[src/rtl/sort_seq_ctrl_pkg.sv]
// Shared encodings and sizing helpers for the sequential bubble-sort controller.
package sort_pkg;

  typedef enum logic [1:0] {
    IDLE = 2'd0,
    CMP  = 2'd1,
    DONE = 2'd2
  } state_e;

  // Index/pass counters cover N up to 8 (largest index N-2 = 6).
  localparam int IW = 3;

  function automatic int swap_cnt_w(input int n);
    return $clog2(n * (n - 1) / 2 + 1);
  endfunction

  localparam int SCW = swap_cnt_w(4);

  // Last compare index of a pass: later passes stop earlier since the tail is already in place.
  function automatic logic [IW-1:0] last_idx(input int n, input logic [IW-1:0] pass);
    return IW'(n - 2) - pass;
  endfunction

endpackage

[src/rtl/sort_seq_ctrl_if.sv]
// Producer/consumer side of the sort controller: start/din in, status and sorted data out.
interface sort_seq_ctrl_if import sort_pkg::*; #(
  parameter int N = 4,
  parameter int W = 4
);
  localparam int SCW_L = swap_cnt_w(N);

  logic             start;
  logic [N*W-1:0]   din;
  logic             busy;
  logic             done;
  logic [N*W-1:0]   dout;
  logic [SCW_L-1:0] swaps;

  modport master (output start, output din, input busy, input done, input dout, input swaps);
  modport slave  (input start, input din, output busy, output done, output dout, output swaps);
endinterface

[src/rtl/sort_seq_ctrl_cmp.sv]
// 4-bit magnitude comparator shared by the sort sequencer.
module sort_seq_ctrl_cmp (
  input  logic [3:0] a,
  input  logic [3:0] b,
  output logic       agb,
  output logic       alb,
  output logic       aeb
);
  assign agb = (a > b);
  assign alb = (a < b);
  assign aeb = (a == b);
endmodule

[src/rtl/sort_seq_ctrl.sv]
// In-place bubble sort of N 4-bit elements, one compare-and-swap per clock,
// with early exit when a pass makes no swap.
module sort_seq_ctrl import sort_pkg::*; #(
  parameter int N = 4,
  parameter int W = 4
) (
  input  logic           clk,
  input  logic           rst,
  sort_seq_ctrl_if.slave bus
);
  localparam int SCW_L = swap_cnt_w(N);

  state_e           state_r;
  logic [W-1:0]     elem_r [N];
  logic [IW-1:0]    idx_r;
  logic [IW-1:0]    pass_r;
  logic [SCW_L-1:0] swaps_r;
  logic             pass_swapped_r;
  logic             busy_r;
  logic             done_r;

  logic [W-1:0]     a_s;
  logic [W-1:0]     b_s;
  logic             agb_s;
  logic             alb_s;
  logic             aeb_s;
  logic             swap_s;
  logic             end_pass_s;
  logic             any_swap_s;
  logic [N*W-1:0]   dout_s;

  // Operand mux: comparator sees the adjacent pair at idx.
  always_comb begin
    a_s = '0;
    b_s = '0;
    for (int i = 0; i < N; i++) begin
      a_s = (idx_r == IW'(i)) ? elem_r[i] : a_s;
      b_s = ((idx_r + IW'(1)) == IW'(i)) ? elem_r[i] : b_s;
    end
  end

  sort_seq_ctrl_cmp u_cmp (
    .a   (a_s),
    .b   (b_s),
    .agb (agb_s),
    .alb (alb_s),
    .aeb (aeb_s)
  );

  // Swap only on a clean strictly-greater result; equal never swaps, keeping the sort stable.
  assign swap_s     = agb_s & ~(alb_s | aeb_s);
  assign end_pass_s = (idx_r == last_idx(N, pass_r));
  assign any_swap_s = pass_swapped_r | swap_s;

  // Sequencer FSM with element register file and registered status outputs.
  always_ff @(posedge clk or posedge rst) begin
    if (rst) begin
      state_r        <= IDLE;
      idx_r          <= '0;
      pass_r         <= '0;
      swaps_r        <= '0;
      pass_swapped_r <= 1'b0;
      busy_r         <= 1'b0;
      done_r         <= 1'b0;
      for (int i = 0; i < N; i++) elem_r[i] <= '0;
    end else begin
      case (state_r)
        IDLE: begin
          done_r <= 1'b0;
          if (bus.start) begin
            for (int i = 0; i < N; i++) elem_r[i] <= bus.din[i*W +: W];
            idx_r          <= '0;
            pass_r         <= '0;
            swaps_r        <= '0;
            pass_swapped_r <= 1'b0;
            busy_r         <= 1'b1;
            state_r        <= CMP;
          end
        end
        CMP: begin
          if (swap_s) begin
            for (int i = 0; i < N; i++) begin
              if (idx_r == IW'(i)) begin
                elem_r[i] <= b_s;
              end else if ((idx_r + IW'(1)) == IW'(i)) begin
                elem_r[i] <= a_s;
              end
            end
            swaps_r <= swaps_r + SCW_L'(1);
          end
          if (end_pass_s) begin
            if (!any_swap_s || (pass_r == IW'(N - 2))) begin
              busy_r  <= 1'b0;
              done_r  <= 1'b1;
              state_r <= DONE;
            end else begin
              pass_r         <= pass_r + IW'(1);
              idx_r          <= '0;
              pass_swapped_r <= 1'b0;
            end
          end else begin
            idx_r          <= idx_r + IW'(1);
            pass_swapped_r <= any_swap_s;
          end
        end
        DONE: begin
          done_r  <= 1'b0;
          state_r <= IDLE;
        end
        default: begin
          busy_r  <= 1'b0;
          done_r  <= 1'b0;
          state_r <= IDLE;
        end
      endcase
    end
  end

  // Flatten the element registers onto the output bus, element 0 in the low bits.
  always_comb begin
    dout_s = '0;
    for (int i = 0; i < N; i++) dout_s[i*W +: W] = elem_r[i];
  end

  assign bus.dout  = dout_s;
  assign bus.swaps = swaps_r;
  assign bus.busy  = busy_r;
  assign bus.done  = done_r;

endmodule

[src/flat_wrapper.sv]
// flat-port wrapper written by rule: the top's interface ports become plain ports
module sort_seq_ctrl_flat import sort_pkg::*;
#(
  parameter int N = 4,
  parameter int W = 4
)
  (clk, rst, bus_start, bus_din, bus_busy, bus_done, bus_dout, bus_swaps);
  sort_seq_ctrl_if #(.N(N), .W(W)) bus_i ();
  input  logic clk;
  input  logic rst;
  input wire logic [$bits(bus_i.start)-1:0] bus_start;
  input wire logic [$bits(bus_i.din)-1:0] bus_din;
  output wire logic [$bits(bus_i.busy)-1:0] bus_busy;
  output wire logic [$bits(bus_i.done)-1:0] bus_done;
  output wire logic [$bits(bus_i.dout)-1:0] bus_dout;
  output wire logic [$bits(bus_i.swaps)-1:0] bus_swaps;
  assign bus_i.start = bus_start;
  assign bus_i.din = bus_din;
  assign bus_busy = bus_i.busy;
  assign bus_done = bus_i.done;
  assign bus_dout = bus_i.dout;
  assign bus_swaps = bus_i.swaps;
  sort_seq_ctrl #(.N(N), .W(W)) u_core (.clk(clk), .rst(rst), .bus(bus_i));
endmodule
[config.mk]
export PLATFORM = sky130hd
export DESIGN_NAME = sort_seq_ctrl_flat
export DESIGN_NICKNAME = d
export VERILOG_FILES = /design/src/rtl/sort_seq_ctrl_pkg.sv /design/src/rtl/sort_seq_ctrl_if.sv /design/src/rtl/sort_seq_ctrl_cmp.sv /design/src/rtl/sort_seq_ctrl.sv /design/src/flat_wrapper.sv
export SDC_FILE = /design/constraint.sdc
export NUM_CORES = 1
export LEC_CHECK = 0
export CAP_MARGIN = 25
export CORE_MARGIN = 4
export CORE_UTILIZATION = 41
export DETAILED_ROUTE_END_ITERATION = 8
export MAX_ROUTING_LAYER = met4
export PLACE_DENSITY = 0.75
export SYNTH_ARGS = -nofsm -noshare
export SYNTH_HDL_FRONTEND = slang
export SYNTH_SLANG_ARGS = --single-unit
[constraint.sdc]
create_clock -name clk -period 4.2 [get_ports clk]
set_input_delay 1.26 -clock clk [delete_from_list [all_inputs] [get_ports clk]]
set_output_delay 1.26 -clock clk [all_outputs]
set_load 0.005 [all_outputs]
[Word-level counts from Yosys, hierarchy flattened]
Cells that the tools add are included.
Storage, ports and cells
  register bits: 30
  input port bits: 19
  output and inout bits: 21
Operators by class
  add/sub/neg operators: 4
  order comparisons: 2
  equality and inequality tests: 21
  muxes and demuxes: 43
  bitwise logic cells: 5
  reductions and logical operators: 16
Operators with widths (number)
  4-bit 2-to-1 mux: 16
  16-bit 2-to-1 mux: 2
  16-bit one-hot mux with 2 select lines: 1
  4-bit AND reduction: 6
  3-bit 2-to-1 mux: 6
  3-bit one-hot mux with 2 select lines: 3
  3-bit by 2-bit == test with 1-bit output, second input constant: 5
  3-bit by 1-bit inequality test with 1-bit output, second input constant: 4
  3-bit by 1-bit adder with 3-bit output, second input constant: 3
  1-bit 2-to-1 mux: 9
  3-bit AND reduction: 3
  3-bit by 1-bit == test with 1-bit output, second input constant: 2
  3-bit zero test: 2
  2-bit 2-to-1 mux: 3
  2-bit by 1-bit inequality test with 1-bit output, second input constant: 3
  4-bit == test: 1
  4-bit > comparator: 1
  4-bit less-than comparator: 1
  2-bit inequality test, second input constant: 2
  2-bit one-hot mux with 2 select lines: 1
  3-bit == test: 1
  3-bit inequality test, second input constant: 1
  1-bit one-hot mux with 3 select lines: 1
  2-bit by 3-bit subtractor with 3-bit output, first input constant: 1
  11 further kinds: 13

[Longest topological paths before layout]
  word-level depth: 16
  gate-level depth with buffers: 15

[By module]
A second synthesis with hierarchy kept.
Second synthesis, totals
  cell total of the unflattened synthesis: 289
  area, all modules: 2432.3 µm²
Modules (own cells, without submodules)
  sort_seq_ctrl: instances 1, cells each 273, area an instance 2303.5 µm², sequential area each 750.7 µm²
  sort_seq_ctrl_cmp: instances 1, cells each 16, area an instance 128.9 µm², sequential area each 0.0 µm²

[Worst setup path before layout]
No wires, ideal clock.
  kind: register to register
  start point: reg u_core.idx_r[0]
  end point: reg u_core.elem_r (netlist bit u_core.bus.dout[13])
  arrival: 2.913 ns
  required time: 4.075 ns
  slack: 1.163 ns
  cell stages (with the launch flop): 12
  clock period less this slack: 3.037 ns
  cell sequence: dfrtp_1 > ha_1 > ha_1 > or2_1 > a221o_1 > and2_1 > ha_1 > and4_1 > nor2_2 > o21ai_2 > a21oi_1 > mux2_2
On the way
  cells in the longest elaborated chain, start to end: 12
  elaborated cells between the ends (all ways): 30
  those cells by class: add/sub (1); order compare (2); eq/ne (9); mux (12); bitwise (3); reduce/logical (3)
RTL lines
  start: declaration: line sort_seq_ctrl.sv:15  | logic [IW-1:0] idx_r;
  start signal: assignment: line sort_seq_ctrl.sv:102  | idx_r <= idx_r + IW'(1);
  3-bit by 1-bit adder with 3-bit output: line sort_seq_ctrl.sv:38, sort_seq_ctrl.sv:85
  3-bit zero test: line sort_seq_ctrl.sv:38  | b_s = ((idx_r + IW'(1)) == IW'(i)) ? elem_r[i] : b_s;
  4-bit 2-to-1 mux (4 in series): line sort_seq_ctrl.sv:38
  4-bit less-than comparator or 4-bit == test (tied branches): line sort_seq_ctrl_cmp.sv:10, sort_seq_ctrl_cmp.sv:11
  1-bit bitwise OR: line sort_seq_ctrl.sv:51  | assign swap_s = agb_s & ~(alb_s | aeb_s);
  1-bit NOT: line sort_seq_ctrl.sv:51
  1-bit AND: line sort_seq_ctrl.sv:51
  2-bit by 1-bit inequality test with 1-bit output (no source line)
  4-bit AND reduction (no source line)
  end signal: indexed assignment: line sort_seq_ctrl.sv:84  | elem_r[i] <= b_s;
  end signal: indexed assignment: line sort_seq_ctrl.sv:86  | elem_r[i] <= a_s;
  end: declaration: line sort_seq_ctrl.sv:14  | logic [W-1:0] elem_r [N];
Several ways; a longest one is shown, not always the timed one. The select of a mux whose other input is x is not followed.
A chain may end at the register's enable or synchronous reset.

[Worst setup path in the final report]
Same ends and word-level chain as after synthesis.

==> out/metrics.cfg <==
[outcome]
outcome=complete, no violations

[detailed_routing]
dr.pass1.iters=6
drtAntennaViolNets=0
finalWirelength_um=6920
drc=0
vias=2377
drt_iter0_drc=288
post_drt_wl_per_cell_um=18.0
via_per_inst=6.19

[cells_and_area]
regArea_um2=751
antenna_cells=0
multiInputGateArea_um2=1480
fin_nets=343
fin_util_pct=52.5
fill_cells=526
final_common_cell=clkdlybuf4s50_1
final_cell_mix=clkdlybuf4s50_1 (39), nand2_1 (30), dfrtp_1 (30)
layout-drive-gt1-share_pct=10.9
final_cell_area_um2=2940
synthToLayoutAreaGrowth_pct=22.4

[cts]
clockRootBuffer=clkbuf_8
numCtsBuffers=5
h-tree-depth=2
clk_path_buf_depth=2
ctsResizeCount=0
clkSinkCount=30
clk_latency_ps=290
cts_setup_buffers=0
clk_pin_slew_worst_paths_ps=70
ctsHoldBuffers=0
tritoncts=built

[critical_path]
crit_chain=ha_1, ha_1, buf_4, nand3_1, o311ai_2, nand2_1, ha_1, nor2b_1, o21ba_2, o21ai_2, a21oi_1, mux2_2
ff2ff_setup_slack_ps=350
cp-end-kind=register
worstPathArrival_ps=4030
r2r_cells=12
cp-startpoint=u_core.idx_r[0]
r2r_end=u_core.bus.dout[13]
start_kind=register
crit_slowest_cell=ha_1
required_ps=4380
criticalPathCategory=register to register
cpPeakStageDelay_ps=540
cpMostUsedCell=ha_1
cp_max_fo=14
worst_r2r_startpoint=u_core.idx_r[0]

[placement]
place_congestion=0.988
place_area_um2=2850
io_buffers=39
place_hpwl_um=5200

[sta]
skew_ps=3.27
worst_slew_pin_slew_ps=643
period_share_pct=91.6
rsz0062_at_grt=no
maxSlewHeadroom_pct=57.0
max_freq_mhz=260
setup_tns_ps=0
finalSetupViolations=0
finalHoldViolCount=0
period_needed_ps=3850
drv_slew=0

[grt]
grt_overflow_total=0
grt_pass1_wl_um=11300
grt_pass1_vias=2213
grt_usage_pct=20.3
grt_antenna_before_repair=0
grt_max_degree=31

[hold_path]
min_path_type=register to register
worstHoldPathCells=2
worstHoldStart=u_core.bus.done
min_to=u_core.bus.done

[floorplanning]
placementRows=27
start_util_pct=42.9
die_w_um=84.6
dieArea_um2=7150
core_um2=5610
fp.dieH_um=84.6
io_pins=40

[synthesis]
synth_seq_area_share_pct=31.2
syn_inst=273
synth_edf_count=0
ys_warn_count=0
synth_nets=305
avgSynthCellArea_um2=8.80
synth_cell_type_count=65
synth_flop_cell=dfrtp_1
ys_ff_latch=30
syn_area_um2=2400
async_flop_share_pct=100

[flow_run]
maxCapViolations=0

-- layout make-up --
type,instances,area share (%)
clock inverters,2,0.425
repair buffers,47,15.3
inverters,20,2.55
flip-flops and latches,30,25.5
multi-input cells,207,50.3
clock buffers,6,2.81
well taps,72,3.06
-- flip-flops by register name (all words and copies together) (netlist names) --
signal                 flops
u_core.idx_r               3
u_core.bus.swaps           3
u_core.bus.busy            1
u_core.pass_r              3
u_core.pass_swapped_r      1
u_core.bus.dout           16
u_core.bus.done            1
u_core.state_r             2
-- cells by family (layout without fill, tap and decap cells) --
family                   count (synthesis)  count (layout)  synth area share [%]
AND/OR/NAND/NOR                         86              86                  18.3
flip-flops                              30              30                  31.2
buffers and inverters                   36              75                  7.18
multiplexers                             6               6                  2.65
adder cells (fa/ha/maj)                 13              13                  6.77
XOR/XNOR                                 3               3                  1.67
AO/OA/AOI/OAI                           99              99                  32.2
-- stage by stage --
step                      worst slack (ps)  cells  hold slack (ps)
after CTS                              413    384              517
final                                  353    384              514
after floorplan                       1160    273              507
after global routing                  81.2    384              556
after global placement                 522    376              502
after detailed placement               428    376              506
-- layer usage --
layer | track usage, % | up-vias | part of all wire (%)
li1 | - | 1098 | -
met1 | 27.7 | 1148 | 46
met2 | 30.8 | 122 | 45
met3 | 3.43 | 9 | 8.1
met4 | 6.04 | 0 | 1.3
met5 | - | - | 0
-- critical path, delay by kind of cell (launching register included) --
kind            cells  cell delay (ps)
compound gates      4             1160
buf+inv             1              250
simple gates        3              410
flops               1              450
fa+ha+maj           3             1120
mux                 1              320
-- cells in the mapped netlist, drive strengths merged, types with 4 or more instances --
cell,count,area (um2)
ha,13,163
buf,11,78.8
and3,4,30.0
o21ai,18,97.6
o31ai,4,30.0
a21oi,15,82.6
inv,20,75.1
a221o,6,60.1
dfrtp,30,751
a32oi,5,51.3
nor2,13,51.3
a31oi,9,71.3
a211oi,5,37.5
clkbuf,5,18.8
nor2b,10,62.6
o32a,5,50.1
nand2,30,113
o22ai,4,31.3
nand3,8,40.0
-- worst max path at each step --
stage / endpoint / slack (ps) / depth (start not counted)
CTS: u_core.bus.dout[13] / 410 / 12
global route: u_core.bus.dout[13] / 80 / 12
global placement: u_core.bus.dout[13] / 520 / 12
floorplan: u_core.bus.dout[13] / 1160 / 11
detailed placement: u_core.bus.dout[13] / 430 / 12
finish: u_core.bus.dout[13] / 350 / 12
Power is not shown: default switching activity piles up to over one toggle a cycle in this logic, so the estimate is an artifact.
